## src/rtl/parking_gate_controller.sv

```systemverilog
// parking_gate_controller
//
// Sequencing controller for the parking-lot entry and exit gates. It drives the
// timestamp buffer (store on entry, retrieve duration on exit), turns the returned
// duration into a fee, offers the fee to the payment unit over a valid/ack
// handshake and times the gate-open pulses.
//
// Ports
//   clk             in   clock, all logic on the rising edge
//   reset           in   synchronous active-high reset
//   entry_req       in   entry sensor request, sampled only while idle
//   exit_req        in   exit sensor request, sampled only while idle
//   req_car_id      in   car ID for the request (1..3 valid, 0 invalid)
//   ts_write_enable out  store-timestamp strobe to the buffer
//   ts_read_enable  out  retrieve-duration strobe to the buffer
//   ts_car_id       out  ID presented to the buffer (holds its last value)
//   ts_duration     in   duration from the buffer, valid in the read-strobe cycle
//   fee             out  amount due, stable while fee_valid is high
//   fee_valid       out  fee offered to the payment unit
//   fee_ack         in   payment accepted
//   entry_gate_open out  entry gate open command
//   exit_gate_open  out  exit gate open command
//   occupancy       out  number of cars present (0..3)
//   full            out  occupancy == 3
//   busy            out  sequencer not idle
//   error           out  one-cycle pulse for a rejected request
//   error_code      out  01 invalid ID, 10 duplicate entry, 11 exit of absent car

module parking_gate_controller #(
  parameter int unsigned RATE             = 2,
  parameter int unsigned FEE_W            = 16,
  parameter int unsigned GATE_OPEN_CYCLES = 4
) (
  input  logic             clk,
  input  logic             reset,
  input  logic             entry_req,
  input  logic             exit_req,
  input  logic [1:0]       req_car_id,
  output logic             ts_write_enable,
  output logic             ts_read_enable,
  output logic [1:0]       ts_car_id,
  input  logic [7:0]       ts_duration,
  output logic [FEE_W-1:0] fee,
  output logic             fee_valid,
  input  logic             fee_ack,
  output logic             entry_gate_open,
  output logic             exit_gate_open,
  output logic [1:0]       occupancy,
  output logic             full,
  output logic             busy,
  output logic             error,
  output logic [1:0]       error_code
);

  // Gate-open down-counter: loaded with GATE_OPEN_CYCLES-1, the open state is
  // left in the cycle the counter reads zero.
  localparam int unsigned CntW = (GATE_OPEN_CYCLES > 1) ? $clog2(GATE_OPEN_CYCLES) : 1;
  localparam logic [CntW-1:0] CntLoad = CntW'(GATE_OPEN_CYCLES - 1);

  // The 8-bit duration times an 8-bit rate fits in 16 bits; widen to FEE_W if larger.
  localparam int unsigned ProdW = 16;
  localparam int unsigned WideW = (FEE_W > ProdW) ? FEE_W : ProdW;

  localparam logic [1:0] ErrInvalidId = 2'b01;
  localparam logic [1:0] ErrDuplicate = 2'b10;
  localparam logic [1:0] ErrAbsent    = 2'b11;

  typedef enum logic [2:0] {
    StIdle,
    StEntryWrite,
    StEntryOpen,
    StExitRead,
    StExitBill,
    StExitOpen
  } state_e;

  state_e           state_q, state_d;
  logic [CntW-1:0]  cnt_q, cnt_d;
  logic [1:0]       car_id_q, car_id_d;
  logic [2:0]       present_q, present_d;
  logic [1:0]       occ_q, occ_d;
  logic [FEE_W-1:0] fee_q, fee_d;
  logic             err_q, err_d;
  logic [1:0]       code_q, code_d;

  logic [2:0]       req_mask;
  logic [2:0]       cur_mask;
  logic             req_id_valid;
  logic             req_present;
  logic [WideW-1:0] prod;
  logic [WideW-1:0] fee_max;
  logic [FEE_W-1:0] fee_calc;

  // ID n maps to present bit n-1; ID 0 selects nothing.
  always_comb begin
    req_mask = 3'b000;
    unique case (req_car_id)
      2'd1:    req_mask = 3'b001;
      2'd2:    req_mask = 3'b010;
      2'd3:    req_mask = 3'b100;
      default: req_mask = 3'b000;
    endcase
  end

  always_comb begin
    cur_mask = 3'b000;
    unique case (car_id_q)
      2'd1:    cur_mask = 3'b001;
      2'd2:    cur_mask = 3'b010;
      2'd3:    cur_mask = 3'b100;
      default: cur_mask = 3'b000;
    endcase
  end

  assign req_id_valid = (req_car_id != 2'd0);
  assign req_present  = |(present_q & req_mask);

  // Full-width product, saturated to all-ones of the fee width.
  always_comb begin
    prod     = WideW'(ts_duration) * WideW'(RATE);
    fee_max  = WideW'({FEE_W{1'b1}});
    fee_calc = prod[FEE_W-1:0];
    if (prod > fee_max) begin
      fee_calc = {FEE_W{1'b1}};
    end
  end

  always_comb begin
    state_d         = state_q;
    cnt_d           = cnt_q;
    car_id_d        = car_id_q;
    present_d       = present_q;
    occ_d           = occ_q;
    fee_d           = fee_q;
    err_d           = 1'b0;
    code_d          = code_q;
    ts_write_enable = 1'b0;
    ts_read_enable  = 1'b0;
    fee_valid       = 1'b0;
    entry_gate_open = 1'b0;
    exit_gate_open  = 1'b0;

    unique case (state_q)
      StIdle: begin
        // Exit wins over a simultaneous entry since it frees a slot.
        if (exit_req) begin
          if (!req_id_valid) begin
            err_d  = 1'b1;
            code_d = ErrInvalidId;
          end else if (!req_present) begin
            err_d  = 1'b1;
            code_d = ErrAbsent;
          end else begin
            car_id_d = req_car_id;
            state_d  = StExitRead;
          end
        end else if (entry_req) begin
          if (!req_id_valid) begin
            err_d  = 1'b1;
            code_d = ErrInvalidId;
          end else if (req_present || (occ_q == 2'd3)) begin
            // With three IDs a full lot always implies a duplicate.
            err_d  = 1'b1;
            code_d = ErrDuplicate;
          end else begin
            car_id_d = req_car_id;
            state_d  = StEntryWrite;
          end
        end
      end

      StEntryWrite: begin
        ts_write_enable = 1'b1;
        present_d       = present_q | cur_mask;
        occ_d           = occ_q + 2'd1;
        cnt_d           = CntLoad;
        state_d         = StEntryOpen;
      end

      StEntryOpen: begin
        entry_gate_open = 1'b1;
        if (cnt_q == '0) begin
          state_d = StIdle;
        end else begin
          cnt_d = cnt_q - 1'b1;
        end
      end

      StExitRead: begin
        ts_read_enable = 1'b1;
        fee_d          = fee_calc;
        present_d      = present_q & ~cur_mask;
        occ_d          = occ_q - 2'd1;
        state_d        = StExitBill;
      end

      StExitBill: begin
        fee_valid = 1'b1;
        if (fee_ack) begin
          cnt_d   = CntLoad;
          state_d = StExitOpen;
        end
      end

      StExitOpen: begin
        exit_gate_open = 1'b1;
        if (cnt_q == '0) begin
          state_d = StIdle;
        end else begin
          cnt_d = cnt_q - 1'b1;
        end
      end

      default: begin
        state_d = StIdle;
      end
    endcase
  end

  always_ff @(posedge clk) begin
    if (reset) begin
      state_q   <= StIdle;
      cnt_q     <= '0;
      car_id_q  <= 2'd0;
      present_q <= 3'b000;
      occ_q     <= 2'd0;
      fee_q     <= '0;
      err_q     <= 1'b0;
      code_q    <= 2'd0;
    end else begin
      state_q   <= state_d;
      cnt_q     <= cnt_d;
      car_id_q  <= car_id_d;
      present_q <= present_d;
      occ_q     <= occ_d;
      fee_q     <= fee_d;
      err_q     <= err_d;
      code_q    <= code_d;
    end
  end

  assign ts_car_id  = car_id_q;
  assign fee        = fee_q;
  assign occupancy  = occ_q;
  assign full       = (occ_q == 2'd3);
  assign busy       = (state_q != StIdle);
  assign error      = err_q;
  assign error_code = code_q;

endmodule

```

## config.mk

```make
export PLATFORM = sky130hd
export DESIGN_NAME = parking_gate_controller
export DESIGN_NICKNAME = d
export VERILOG_FILES = /design/src/rtl/parking_gate_controller.sv
export SDC_FILE = /design/constraint.sdc
export NUM_CORES = 1
export LEC_CHECK = 0
export ABC_CLOCK_PERIOD_IN_PS = 1500
export CAP_MARGIN = 10
export CORE_MARGIN = 2
export CORE_UTILIZATION = 39
export DETAILED_ROUTE_END_ITERATION = 10
export PLACE_DENSITY = 0.75
export REMOVE_ABC_BUFFERS = 1
export SLEW_MARGIN = 25
export SYNTH_ARGS = -nofsm -noshare
export SYNTH_HDL_FRONTEND = slang
export SYNTH_SLANG_ARGS = --single-unit
```

## constraint.sdc

```tcl
create_clock -name clk -period 1.5 [get_ports clk]
set_clock_uncertainty 0.05 [all_clocks]
set_input_delay 0.15 -clock clk [delete_from_list [all_inputs] [get_ports clk]]
set_output_delay 0.15 -clock clk [all_outputs]
set_load 0.02 [all_outputs]
```

# Yosys cells after proc, flatten, opt, wreduce, memory -nomap -nowiden
# Index checks and enable logic that the tools add are counted.
# classes
n_addsub,3
mul,0
div,0
magnitude_cmp,0
n_eq_ne,23
shift,0
n_mux,39
n_bitwise,5
reduce_logical,15
# op_table
cell,n
2-to-1 mux 2 bit,14
2-to-1 mux 3 bit,8
one-hot mux 3 bit (3 select lines),2
one-hot mux 3 bit (5 select lines),1
"!= test 3 bit, second input constant",4
2-to-1 mux 1 bit,11
"equality test 2 bit, second input constant",5
"!= test 2 bit, second input constant",4
bitwise AND 3 bit,2
"equality test 3 x 2 -> 1 bit, second input constant",2
"equality test 3 bit, second input constant",2
one-hot mux 2 bit (3 select lines),1
one-hot mux 3 bit (2 select lines),1
AND reduction 6 bit,1
nonzero test 2 bit,3
nonzero test 3 bit,2
AND reduction 5 bit,1
"equality test 2 x 1 -> 1 bit, second input constant",2
"!= test 2 x 1 -> 1 bit, second input constant",2
one-hot mux 2 bit (2 select lines),1
AND reduction 4 bit,1
OR reduction 2 bit,2
"subtractor 2 x 1 -> 2 bit, second input constant",2
"equality test 3 x 1 -> 1 bit, second input constant",1
10 further kinds,10
# word_totals
reg_bits,23
latch_bits,0
mem_bits_rw,0
rom_bits,0
output_inout_bits,30
elab_cells,93
n_memories,0

# Depth between registers and ports, before layout
# depth
ltp_word,10
depth_mapped,6
ltp_nobuf,6

# Worst setup path after synthesis
# Ideal clock, no wire load.
# synth_path
kind,register to register
from,"reg occ_q[0], in the netlist occupancy[0]"
to,"reg car_id_q[0], in the netlist ts_car_id[0]"
setup_ns,0.072
arrival_time_ns,1.710
required_ns,1.378
setup_slack_ns,-0.332
stages_incl_launch_ff,6
period_less_slack_ns,1.832
cell_sequence,dfxtp_1 -> and2_1 -> clkbuf_1 -> or4_4 -> mux2i_2 -> mux2i_1
# synth_between
elab_chain_cells,4
# synth_rtl
item,line,rtl
from (decl),81,"logic [1:0] occ_q, occ_d;"
from (signal assigned),226,occ_q <= 2'd0;
from (signal assigned),235,occ_q <= occ_d;
equality test 2 bit,-,
via full,49,"output logic full,"
logical OR 1 bit,161,end else if (req_present || (occ_q == 2'd3)) begin
!= test 2 bit (no line),-,
AND reduction 5 bit (no line),-,
to (signal assigned),233,car_id_q <= car_id_d;
to (decl),79,"logic [1:0] car_id_q, car_id_d;"
# The timed path passes the listed nets, and every way through them passes these cells.
# A chain may end at the register's enable or synchronous reset.

# Worst setup path after layout
# layout_path
from,reg state_q[0]
to,"reg car_id_q[1], in the netlist ts_car_id[1]"
# layout_between
elab_chain_cells,2
# layout_rtl
item,line,rtl
from (decl),77,"state_e state_q, state_d;"
from (signal assigned),222,state_q <= StIdle;
from (signal assigned),231,state_q <= state_d;
zero test 3 bit,143,unique case (state_q)
AND reduction 5 bit (no line),-,
# No other way between the ends.

==> metrics.md <==
| Metric | Value |
|---|---|
| Total gr overflow | `0` |
| Post-synthesis compound-gate area fraction | `0.1443` |
| Worst Path Max Fanout | `3` |
| Leading area contributor after synthesis | `dfxtp_1` |
| H-tree depth | `1` |
| Share of layout cells above drive strength 1 | `0.3255` |
| Fin. max-slew vios | `0` |
| Routed wire length | `3.196 mm` |
| Synth warn | `0` |
| Critical Path AT | `1.79 ns` |
| Fin area | `1902 µm²` |
| # clock sinks | `23` |
| Ant diodes | `0` |
| Status | `finished with violations` |
| Post-DRT Antenna Nets | `0` |
| Total number of vias | `1255` |
| Cell leakage power | `0.0008998 µW` |
| CTS buffer count | `3` |
| Tcrit/Tclk final | `1.065` |
| Synth-to-layout area growth | `56.70%` |
| Avg WL per Cell | `13.04 µm` |
| Post-synthesis cell type count | `42` |
| Initial drt markers | `25` |
| Final GP Congestion | `0.8067` |
| DP Area | `1788 µm²` |
| Pre-Repair DR Iteration Count | `4` |
| Vias in the first global route | `1211` |
| Worst-skew pair later-pin latency | `0.30 ns` |
| Initial Util | `0.4042` |
| Cell Area, Synth | `1214 µm²` |
| Peak supply drop | `0.3735 mV` |
| Final net count | `229` |
| Area of the multi-input gates | `743.2 µm²` |
| Initial antenna violation count | `0` |
| Multiplexer share of the synthesized area | `0.06186` |
| Root Driver | `clkbuf_4` |
| CP bufs+invs | `1` |
| Clock transition at path regs | `0.13 ns` |
| CP max stage delay | `0.49 ns` |
| Fillcell total | `266` |
| RSZ-0062 raised after global routing | `yes` |
| Largest net degree at the start of global routing | `14` |
| Fin util | `0.6333` |
| Cells along the critical path | `nor3_4 -> inv_2 -> or4_4 -> mux2i_4 -> mux2i_1` |
| I/O pin count | `45` |
| Die area | `3574 µm²` |
| Top post-synthesis cells by area | `dfxtp_1, a21oi_1, buf_4, mux2i_1, nand2_1` |
| Final Hold Viols | `0` |
| Synth Area in Simple Gates | `0.2835` |
| Worst path required time | `1.69 ns` |
| Die Wd | `59.79 µm` |
| Post-synthesis sequential area ratio | `0.3794` |
| Seq. cell area | `471.7 µm²` |
| CTS tree | `done` |
| Final instance count without filler cells | `245` |
| Most frequent cells in the layout | `buf_4, clkdlybuf4s50_1, dfxtp_1` |
| Pwr dens | `767.3 nW/µm²` |
| Most common cell after layout, fill and taps aside | `buf_4` |
| Family with the most delay on the worst path | `simple AND/OR/NAND/NOR gates` |
| PnR worst setup slack | `-0.09785 ns` |
| Max Root-Sink Buffers | `2` |
| Tightest Hold Check Type | `in -> reg` |
| Seq cells post-synth | `23` |
| Mapped Cells | `147` |
| Fmax achieved | `625.8 MHz` |
| Adder-cell area share of the yosys netlist | `0.01031` |
| Crit. End Element | `flop` |
| Rows | `20` |
| Minimum hold slack | `0.3453 ns` |
| Endpoints failing setup | `5` |
| First-pass GRT wire length | `5.188 mm` |
| Avg Cell Area, Syn | `8.256 µm²` |
| Critical path class | `reg -> reg` |
| Vias per inst | `5.122` |
| Placed Cells incl. Taps | `238` |
| CORE AREA | `3003 µm²` |
| Total Routing Usage GR | `0.1839` |
| Post-DP HPWL | `2.424 mm` |
| Startpoint types | `flop` |
| Violated checks | `setup timing` |
| Residual DRC | `0` |
| Die Ht | `59.79 µm` |
| Largest family of logic cells by synthesized area | `simple AND/OR/NAND/NOR gates` |
| IO Port Bufs | `36` |
| Min cycle time layout | `1.598 ns` |
| Synth top area share | `0.3794` |
| Xor/xnor cell area share of the yosys netlist | `0.02165` |
| Crit path max-delay cell type | `or4_4` |
| Max Cap Viol | `0` |
-- metal layers --
layer  track usage  part of all wire  vias up
li1              -                 -      622
met1        0.2170              0.42      596
met2        0.3370              0.53       33
met3       0.02597             0.042        4
met4       0.06032             0.014        0
met5             0                 0        -
-- final timing paths --
check | slack, ns | to | cells past startpoint | start
setup / recovery | -0.1 | ts_car_id[1] | 5 | state_q[0]
hold / removal | 0.35 | fee[7] | 3 | ts_duration[6]
setup reg to reg | -0.1 | ts_car_id[1] | 5 | state_q[0]
hold reg to reg | 0.42 | fee[4] | 2 | fee[4]
-- Yosys cell counts --
master / count
nor3b_1: 3
nor3_1: 3
mux2_1: 1
nand2_1: 12
inv_1: 5
or4_4: 1
or3_1: 1
nor2_1: 12
inv_2: 1
and4_1: 1
ha_1: 1
a2bb2oi_1: 1
o31ai_1: 1
clkbuf_1: 9
and2_1: 1
nor2b_1: 3
and3b_1: 2
xor2_1: 2
a21boi_0: 1
dfxtp_1: 23
o311ai_0: 1
nand2b_1: 6
nor4_1: 1
buf_4: 8
xnor2_1: 1
nand3_1: 8
mux2i_2: 1
a32oi_1: 1
conb_1: 1
o21a_1: 1
or3b_1: 1
nand3b_1: 3
a221oi_1: 1
and3_1: 1
o21ai_0: 3
nor3_4: 1
or4b_1: 1
mux2i_1: 5
a21oi_1: 13
a31oi_1: 1
a211oi_1: 3
a211o_1: 1
-- where the power goes --
group	total (µW)	leakage [µW]	switching (µW)	internal, µW
registers	674	0.000190	26.4	648
clock network	283	0.0000177	184	99.3
logic	502	0.000692	244	258
-- metrics by stage --
stage          worst slack (ns)  setup TNS, ns  power, µW
2_1_floorplan           -0.3691         -5.364      892.1
3_3_place_gp            -0.3730         -2.709       1132
3_5_place_dp            -0.3887         -3.254       1147
4_1_cts                 -0.1401        -0.4711       1467
5_1_grt                 -0.1654        -0.8227       1535
6_report               -0.09785        -0.2927       1459
-- worst reg2reg max path, cell delays in order, from the launching register on --
cell and delay (ns):
dfxtp_2 0.36, nor3_4 0.20, inv_2 0.05, or4_4 0.49, mux2i_4 0.19, mux2i_1 0.20
-- timing repair --
action | in CTS | in global routing
hold buffers | 0 | 0
endpoints found under the setup margin | 20 | 18
endpoints found under the hold margin | 0 | 0
resized for setup | 53 | 12
buffers inserted | 2 | 1
pin swaps | 9 | 2
-- cells by family (layout without fill, tap and decap cells) --
family	Yosys count	after routing
XOR/XNOR	3	3
flip-flops	23	23
multiplexers	7	7
adder cells (fa/ha/maj)	1	1
AND/OR/NAND/NOR	61	61
buffers and inverters	23	81
AO/OA/AOI/OAI	28	28
other	1	8
-- final cells by class --
cell class	instances	area share
clock inverter	1	0.002632
multi-input combinational	108	0.3908
clock buffer	3	0.01184
sequential	23	0.2480
inverter	6	0.01184
tap	33	0.02171
timing repair buffer	71	0.3132
(Power assumes the default switching activity.)
